==> src/rtl/beat_scheduler_pkg.sv <==
// Shared constants for the beat scheduler: legal tempos, their beat periods
// in 6 kHz ticks, and the lock-state type.
package beat_scheduler_pkg;

  localparam int TICK_HZ = 6000;
  localparam int PHASE_W = 13;

  localparam logic [7:0] TEMPO_60  = 8'd60;
  localparam logic [7:0] TEMPO_90  = 8'd90;
  localparam logic [7:0] TEMPO_120 = 8'd120;
  localparam logic [7:0] TEMPO_180 = 8'd180;
  localparam logic [7:0] TEMPO_210 = 8'd210;
  localparam logic [7:0] TEMPO_240 = 8'd240;

  // Ticks per beat; 210 BPM truncates 1714.28 down to 1714.
  localparam logic [PHASE_W-1:0] PERIOD_60  = 13'd6000;
  localparam logic [PHASE_W-1:0] PERIOD_90  = 13'd4000;
  localparam logic [PHASE_W-1:0] PERIOD_120 = 13'd3000;
  localparam logic [PHASE_W-1:0] PERIOD_180 = 13'd2000;
  localparam logic [PHASE_W-1:0] PERIOD_210 = 13'd1714;
  localparam logic [PHASE_W-1:0] PERIOD_240 = 13'd1500;

  typedef enum logic {
    UNLOCKED = 1'b0,
    LOCKED   = 1'b1
  } lock_state_e;

endpackage

==> src/rtl/beat_scheduler_lut.sv <==
// Combinational tempo-to-period lookup; anything outside the legal tempo set
// reports legal=0 and a zero period.
module tempo_period_lut
  import beat_scheduler_pkg::*;
(
  input  logic [7:0]         tempo,
  output logic [PHASE_W-1:0] period,
  output logic               legal
);

  always_comb begin
    period = '0;
    legal  = 1'b1;
    case (tempo)
      TEMPO_60:  period = PERIOD_60;
      TEMPO_90:  period = PERIOD_90;
      TEMPO_120: period = PERIOD_120;
      TEMPO_180: period = PERIOD_180;
      TEMPO_210: period = PERIOD_210;
      TEMPO_240: period = PERIOD_240;
      default:   legal  = 1'b0;
    endcase
  end

endmodule

==> src/rtl/beat_scheduler.sv <==
// Beat scheduler: adopts a tempo after AGREE_N matching estimates, then paces
// beat/bar pulses off the tick timebase with onset-driven phase correction.
module beat_scheduler
  import beat_scheduler_pkg::*;
#(
  parameter int AGREE_N = 4,
  parameter int BAR_LEN = 4
) (
  input  logic               clk,
  input  logic               reset,
  input  logic               tick,
  input  logic [7:0]         tempo_in,
  input  logic               tempo_valid,
  input  logic               onset,
  output logic [7:0]         tempo_locked,
  output logic               locked,
  output logic               beat,
  output logic [1:0]         beat_index,
  output logic               bar,
  output logic [PHASE_W-1:0] phase
);

  localparam int AGREE_W = (AGREE_N < 2) ? 1 : $clog2(AGREE_N + 1);

  lock_state_e        state_q, state_d;
  logic [7:0]         tempo_q, tempo_d, cand_q, cand_d;
  logic [AGREE_W-1:0] agree_q, agree_d;
  logic [PHASE_W-1:0] period_q, period_d, phase_q, phase_d;
  logic [1:0]         index_q, index_d, index_next;
  logic               beat_q, beat_d, bar_q, bar_d;
  logic [PHASE_W-1:0] lut_period, window;
  logic               lut_legal, strobe, adopt, wrap, early, late;

  tempo_period_lut u_lut (
    .tempo  (tempo_in),
    .period (lut_period),
    .legal  (lut_legal)
  );

  // The correction window is an eighth of a beat on either side of the wrap.
  assign window     = period_q >> 3;
  assign wrap       = tick && (phase_q == period_q - PHASE_W'(1));
  assign early      = onset && (phase_q >= period_q - window);
  assign late       = onset && (phase_q != '0) && (phase_q <= window);
  assign index_next = (index_q == 2'(BAR_LEN - 1)) ? 2'd0 : index_q + 2'd1;
  assign strobe     = tempo_valid && lut_legal;

  always_ff @(posedge clk) begin
    if (reset) begin
      state_q  <= UNLOCKED;
      tempo_q  <= '0;
      cand_q   <= '0;
      agree_q  <= '0;
      period_q <= '0;
      phase_q  <= '0;
      index_q  <= '0;
      beat_q   <= 1'b0;
      bar_q    <= 1'b0;
    end else begin
      state_q  <= state_d;
      tempo_q  <= tempo_d;
      cand_q   <= cand_d;
      agree_q  <= agree_d;
      period_q <= period_d;
      phase_q  <= phase_d;
      index_q  <= index_d;
      beat_q   <= beat_d;
      bar_q    <= bar_d;
    end
  end

  // Adoption outranks tick/onset; a tick wrap absorbs a coincident onset.
  always_comb begin
    state_d  = state_q;
    tempo_d  = tempo_q;
    cand_d   = cand_q;
    agree_d  = agree_q;
    period_d = period_q;
    phase_d  = phase_q;
    index_d  = index_q;
    beat_d   = 1'b0;
    bar_d    = 1'b0;
    adopt    = 1'b0;

    if (strobe) begin
      if (tempo_in == cand_q) begin
        if (agree_q != AGREE_W'(AGREE_N))
          agree_d = agree_q + AGREE_W'(1);
      end else begin
        cand_d  = tempo_in;
        agree_d = AGREE_W'(1);
      end
      adopt = (agree_d == AGREE_W'(AGREE_N)) && (cand_d != tempo_q);
    end

    if (adopt) begin
      state_d  = LOCKED;
      tempo_d  = cand_d;
      period_d = lut_period;
      phase_d  = '0;
      index_d  = '0;
    end else if (state_q == LOCKED) begin
      if (wrap || early) begin
        phase_d = '0;
        beat_d  = 1'b1;
        index_d = index_next;
        bar_d   = (index_next == 2'd0);
      end else if (late) begin
        phase_d = '0;
      end else if (tick) begin
        phase_d = phase_q + PHASE_W'(1);
      end
    end
  end

  assign tempo_locked = tempo_q;
  assign locked       = (state_q == LOCKED);
  assign beat         = beat_q;
  assign bar          = bar_q;
  assign beat_index   = index_q;
  assign phase        = phase_q;

endmodule

==> config.mk <==
export PLATFORM = sky130hd
export DESIGN_NAME = beat_scheduler
export DESIGN_NICKNAME = d
export VERILOG_FILES = /design/src/rtl/beat_scheduler_pkg.sv /design/src/rtl/beat_scheduler_lut.sv /design/src/rtl/beat_scheduler.sv
export SDC_FILE = /design/constraint.sdc
export NUM_CORES = 1
export LEC_CHECK = 0
export ABC_AREA = 0
export CAP_MARGIN = 20
export CELL_PAD_IN_SITES_DETAIL_PLACEMENT = 2
export CELL_PAD_IN_SITES_GLOBAL_PLACEMENT = 2
export CORE_MARGIN = 5
export CORE_UTILIZATION = 32
export CTS_CLUSTER_DIAMETER = 40
export DETAILED_ROUTE_END_ITERATION = 7
export PLACE_DENSITY = 0.81
export SYNTH_ARGS = -nofsm -noshare
export SYNTH_HDL_FRONTEND = slang
export SYNTH_HIERARCHICAL = 1
export SYNTH_SLANG_ARGS = --single-unit
==> constraint.sdc <==
create_clock -name clk -period 3.1 [get_ports clk]
set_input_delay 0.31 -clock clk [delete_from_list [all_inputs] [get_ports clk]]
set_output_delay 0.31 -clock clk [all_outputs]
set_load 0.02 [all_outputs]
After elaboration in Yosys (flattened, before gate mapping)

Cells that the tools add are included.

Add/subtract/negate cells: 5
$lt $le $gt $ge: 2
Equal/unequal tests: 12
Muxes and demuxes: 14
Bitwise logic cells: 2
Reduce and logical (&&, ||, !) cells: 16

Operator list:

| cell                    | number |
|---|---|
| $pmux W13 S6            | 1 |
| $mux W13                | 3 |
| $eq A8 B8 Y1 const B    | 3 |
| $mux W8                 | 3 |
| $eq A8 B7 Y1 const B    | 2 |
| $add A13 B1 Y13 const B | 1 |
| $eq A13 B13 Y1          | 1 |
| $ge A13 B13 Y1          | 1 |
| $le A13 B10 Y1          | 1 |
| $reduce_bool A13 Y1     | 1 |
| $sub A13 B1 Y13 const B | 1 |
| $sub A13 B10 Y13        | 1 |
| $mux W3                 | 3 |
| $eq A8 B6 Y1 const B    | 1 |
| $eq A8 B8 Y1            | 1 |
| $ne A8 B8 Y1            | 1 |
| $logic_and A1 B1 Y1     | 6 |
| $reduce_or A6 Y1        | 1 |
| $reduce_and A2 Y1       | 2 |
| $reduce_or A4 Y1        | 1 |
| $add A3 B1 Y3 const B   | 1 |
| $eq A3 B3 Y1 const B    | 1 |
| $mux W1                 | 3 |
| $ne A3 B3 Y1 const B    | 1 |
| 9 further kinds         | 10 |

Flip-flop bits (word level): 50
Output and inout bits: 26
Word-level logic and storage cells: 60

Logic depth before layout (Yosys ltp)

Gate-level depths: netlist (run 1).

Depth after elaboration: 9
Mapped depth: 19
Gate-level depth less buffers: 18

By module

The synthesis (run 1) kept the hierarchy.

Modules (own cells, without submodules):

| module           | times used | cells an instance | area an instance (um^2) |
|---|---|---|---|
| beat_scheduler   | 1          | 495               | 4,006.3 |
| tempo_period_lut | 1          | 39                | 256.5 |

Least setup slack after synthesis (run 1)

OpenSTA, ideal clock, no wires.

Kind: flip-flop to flip-flop
From: reg period_q[0]
To: reg phase_q[0] (netlist: phase[0])
Setup time: 0.076 ns
Data arrival time: 3.334 ns
Setup slack: -0.310 ns
Stages on the path, launching flop included: 20
Path buffers: 1
Clock period less this slack: 3.410 ns
Path through: dfxtp_1 > inv_1 > ha_1 > fa_1 > nor2b_1 > o21ai_0 > a21boi_0 > o21ai_0 > a21oi_1 > nor2_1 > a211oi_1 > ha_1 > a21oi_1 > o21ai_0 > a21oi_1 > o31ai_1 > a32oi_2 > buf_6 > a31oi_4 > o22ai_1

Cells in the longest elaborated chain, start to end: 6

Ends and longest elaborated chain:

| element                                                    | RTL line                                   | RTL |
|---|---|---|
| start, declared                                            | beat_scheduler.sv:28                       | `logic [PHASE_W-1:0] period_q, period_d, phase_q, phase_d;` |
| start signal, assigned                                     | beat_scheduler.sv:64                       | `period_q <= period_d;` |
| $sub A13 B10 Y13 / $sub A13 B1 Y13 (equally long branches) | beat_scheduler.sv:43, beat_scheduler.sv:42 |  |
| $ge A13 B13 Y1 / $eq A13 B13 Y1 (equally long branches)    | beat_scheduler.sv:43, beat_scheduler.sv:42 |  |
| $logic_and A1 B1 Y1, on equally long branches              | beat_scheduler.sv:43, beat_scheduler.sv:42 |  |
| $logic_or A1 B1 Y1 (*)                                     | beat_scheduler.sv:103                      | `if (wrap \|\| early) begin` |
| $reduce_bool A3 Y1 (no source line)                        | -                                          |  |
| $reduce_and A2 Y1 (no source line)                         | -                                          |  |
| end signal, assigned                                       | beat_scheduler.sv:65                       | `phase_q <= phase_d;` |
| end, declared                                              | beat_scheduler.sv:28                       |  |

Mark *: on every way between the ends. The rest lies on a longest branch, timed or not.
A chain may end at the register's enable or synchronous reset.

Worst setup path after layout (run 1)

From: reg period_q[4]
To: reg index_q[0] (netlist: beat_index[0])

Cells in the longest elaborated chain, start to end: 5

Ends and longest elaborated chain:

| element                                                    | RTL line                                   | RTL |
|---|---|---|
| $sub A13 B10 Y13 / $sub A13 B1 Y13 (equally long branches) | beat_scheduler.sv:43, beat_scheduler.sv:42 |  |
| $ge A13 B13 Y1 / $eq A13 B13 Y1 (equally long branches)    | beat_scheduler.sv:43, beat_scheduler.sv:42 |  |
| $logic_and A1 B1 Y1, on equally long branches              | beat_scheduler.sv:43, beat_scheduler.sv:42 |  |
| $logic_or A1 B1 Y1 (*)                                     | beat_scheduler.sv:103                      |  |
| $reduce_and A2 Y1 (no source line) (*)                     | -                                          |  |
| end signal, assigned                                       | beat_scheduler.sv:66                       | `index_q <= index_d;` |
| end, declared                                              | beat_scheduler.sv:29                       | `logic [1:0] index_q, index_d, index_next;` |

Marked as above.

==> implementation parameters, run 1 <==
Parameter                              Value

Run status
  Result of the run ... complete, but fails checks
  Violated checks ... setup timing

Logic synthesis
  Synth async-reset ratio ... 0
  Synthesized cell area ... 4260 um^2
  Number of synthesized flops with an enable pin ... 0
  Area share of the largest cell type after synthesis ... 0.235
  Dominant synthesized flop cell ... sky130_fd_sc_hd__dfxtp_1
  Top area cells in the synthesized netlist ... sky130_fd_sc_hd__dfxtp_1, sky130_fd_sc_hd__ha_1, sky130_fd_sc_hd__xnor2_1
  Post-Synthesis Net Count ... ~590
  Warnings, synthesis ... 6
  Cell type with the highest aggregate area in the netlist ... sky130_fd_sc_hd__dfxtp_1
  Synthesized area per cell ... around 8 um^2
  Flops & latches, synth ... 50
  Count leader, synth ... sky130_fd_sc_hd__nand2_1
  Number of standard cells after synthesis ... 534
  Unique masters post-synth ... 74
  Top cells by instance count after synthesis ... sky130_fd_sc_hd__nand2_1, sky130_fd_sc_hd__dfxtp_1, sky130_fd_sc_hd__ha_1
  Sequential area share after synthesis ... 0.235

Floorplanning
  Chip Width ... 125 um
  Height of the die ... 125 um
  Number of placement rows ... 42
  Floorplan Core Area ... approximately 13000 um^2
  Number of ports placed on the die boundary ... 39
  Die Area ... 15700 um^2
  Effective utilization at floorplan ... 0.324

Clocking
  CTS tree ... built
  Later-pin clock latency in the skew report ... 310 ps
  CTS sink cnt ... 50
  Maximum clock insertion buffer count ... 2
  Total of hold buffers inserted after clock tree synthesis ... 0
  H-Tree Depth ... 2
  Clock-pin slew of the registers on the worst-case setup and hold paths ... 80 ps
  CTS root buffer ... sky130_fd_sc_hd__clkbuf_16
  Total CTS buffers ... 5

Layout
  Ratio of cells with drive above 1 in the final layout ... 0.231
  Layout Utilization ... 0.434
  Fin nets ... around 690
  Area Overhead vs Synth ... 33.8%
  Sequential Area ... 1010 um^2
  Filler cells ... 1498
  Diode count ... 0
  Count of non-filler cells in the finished layout ... 812
  Multi-input gate area ... around 3200 um^2
  Final non-filler cell area ... 5700 um^2

Critical path
  Critical path data arrival time ... around 3900 ps
  Critical Path End Type ... register
  Worst Setup Path Type ... register to register
  Kind of start point of the critical path ... register
  Data required time at the worst endpoint ... 3340 ps
  CP max FO ... 4

Placed design
  Total placed cells including tap cells ... between 700 and 800
  Buffers added on ports ... 38
  Pre-CTS worst setup slack ... -670 ps
  Global placer's final weighted congestion ... 0.909
  Post-DP HPWL ... 13500 um
  Total cell area at the placement stage ... 5310 um^2

Global route
  GR Overflow Total ... 0
  Maximum number of pins on one net before global-route repair ... 29
  All-Layer GR Usage ... 0.221
  Number of global-route vias before repair ... about 5000
  Number of antenna violations at the first check in global routing ... 0
  First-pass GRT wire length ... 27900 um

Detailed routing
  Average vias per placed instance ... between 5 and 6
  Detailed-route wire length per cell ... between 20 and 25 um
  Aggregate routed wire length ... 18000 um
  Final routed DRC violation total ... 0
  Remaining antenna violation count after routing ... 0
  First-iteration detailed-routing DRC count ... 152
  Drt pass-1 iters ... 4
  Detailed-route via count ... 4560

Timing
  Max Slew Vio Count ... 0
  Final critical delay including setup and external delays ... approximately 3600 ps
  Worst hold margin ... 497 ps
  Final hold violations ... 0
  Worst slew margin relative to its limit ... 0.503
  Final-report setup violation count ... 17
  Post-route clock period utilization ... 1.17
  Actual slew at the worst max-slew pin ... 741 ps
  Maximum clock frequency ... 275 MHz
  Layout Skew ... 10.2 ps
  Unrepaired setup endpoints after global routing ... true
  Least setup slack across all paths after layout ... -541 ps

Flow run
  Max-Cap Viols ... 0

Power and ir drop
  Static Leakage ... roughly 2.3 nW
  Power per unit of standard cell area ... 242 nW/um^2
  Peak supply drop ... 0.217 mV

Hold path
  Worst hold path type ... register to register
-- sequential cells by signal, indices dropped and copies added, names as in the netlist --
signal / cells
period_q: 13
phase: 13
cand_q: 8
tempo_locked: 8
agree_q: 3
beat_index: 2
bar: 1
beat: 1
locked: 1
-- routing by layer --
| metal | GRT usage | up-vias | share of wire | routed length [um] |
|---|---|---|---|---|
| li1 | - | 2150 | - | - |
| met1 | 0.256 | 2274 | 0.41 | 7330 |
| met2 | 0.405 | 99 | 0.52 | 9370 |
| met3 | 0.0405 | 37 | 0.039 | 699 |
| met4 | 0.0753 | 0 | 0.032 | 570 |
| met5 | 0 | - | 0 | 0 |
-- where the power goes --
part           total [mW]  internal [mW]  leakage, nW  switching (mW)
combinational       0.137         0.0631         1.78          0.0739
sequential          0.640          0.640        0.405        0.000638
clock               0.603          0.308       0.0748           0.295
total                1.38           1.01         2.26           0.369
-- layout by cell type, fill, tap and decap left out, drive strengths merged, types with 4 or more instances in the layout --
master / count
a21oi: 38
a31oi: 6
and4: 4
buf: 84
clkbuf: 6
clkdlybuf4s50: 38
dfxtp: 50
ha: 40
inv: 30
mux2i: 15
nand2: 59
nand2b: 6
nand3: 18
nand4: 13
nor2: 33
nor2b: 9
nor3: 21
nor4: 8
nor4b: 4
o211ai: 9
o21ai: 22
o22a: 9
o22ai: 6
or3: 6
or4: 5
xnor2: 32
xor2: 9
-- worst paths after layout --
path,slack (ps),cells after the start,start,endpoint
worst max-delay path,-540,18,period_q[4]$_SDFFE_PP0P_,beat_index[0]$_SDFFE_PP0P_
worst min-delay path,500,2,cand_q[5]$_SDFF_PP0_,cand_q[5]$_SDFF_PP0_
worst max register to register,-540,18,period_q[4]$_SDFFE_PP0P_,beat_index[0]$_SDFFE_PP0P_
worst min register to register,500,2,cand_q[5]$_SDFF_PP0_,cand_q[5]$_SDFF_PP0_
-- stage by stage --
step / TNS (ps) / power, mW
after floorplan: -259 / 0.712
after global placement: -5220 / 0.775
after detailed placement: -11190 / 0.782
after CTS: -7320 / 1.38
after global routing: -11160 / 1.43
final: -8110 / 1.38
-- worst max-delay path, stage by stage, from the launching register on --
cell and delay (ps):
sky130_fd_sc_hd__dfxtp_4 340, sky130_fd_sc_hd__inv_1 50, sky130_fd_sc_hd__ha_1 260, sky130_fd_sc_hd__nor2b_1 140, sky130_fd_sc_hd__o21ai_2 170, sky130_fd_sc_hd__a21boi_2 100, sky130_fd_sc_hd__o31ai_2 280, sky130_fd_sc_hd__a21o_1 240
sky130_fd_sc_hd__a21oi_1 120, sky130_fd_sc_hd__nor3_2 280, sky130_fd_sc_hd__ha_1 310, sky130_fd_sc_hd__nand2_2 110, sky130_fd_sc_hd__o21ai_1 90, sky130_fd_sc_hd__a21oi_1 110, sky130_fd_sc_hd__o31ai_1 100, sky130_fd_sc_hd__a32oi_2 320
sky130_fd_sc_hd__buf_4 180, sky130_fd_sc_hd__nand2b_4 150, sky130_fd_sc_hd__mux2i_1 220
-- area by class of cell --
type                            count  share of cell area
Tap cell                          176              0.0386
Timing Repair Buffer              123               0.181
Multi-Input combinational cell    427               0.557
Inverter                           28              0.0189
Sequential cell                    50               0.178
Clock buffer                        5              0.0219
Clock inverter                      3             0.00461
-- kinds of logic (layout without fill, tap and decap cells) --
logic type      count (synthesis)  in the layout  synth area share
other cells                     1              1          0.000880
compound gates                125            125             0.199
simple gates                  204            204             0.267
mux                            15             15            0.0352
fa+ha+maj                      41             41             0.122
flops                          50             50             0.235
buf+inv                        57            159            0.0572
xor+xnor                       41             41            0.0842
-- what timing repair did --
item	4_1_cts	5_1_grt
buffers inserted	5	8
endpoints found under the setup margin	17	25
cloned	1	0
gates resized for setup	13	19
pin swaps	14	19
Note: power is estimated with default switching activity, not from simulation.
==> run 2: changes to the inputs <==
--- a/config.mk
+++ b/config.mk
@@ -18,3 +18,4 @@
 export SYNTH_HDL_FRONTEND = slang
 export SYNTH_HIERARCHICAL = 1
 export SYNTH_SLANG_ARGS = --single-unit
+export TNS_END_PERCENT = 100
==> results of run 2 <==
Final layout, timing and power as in run 1 (identical DEF).
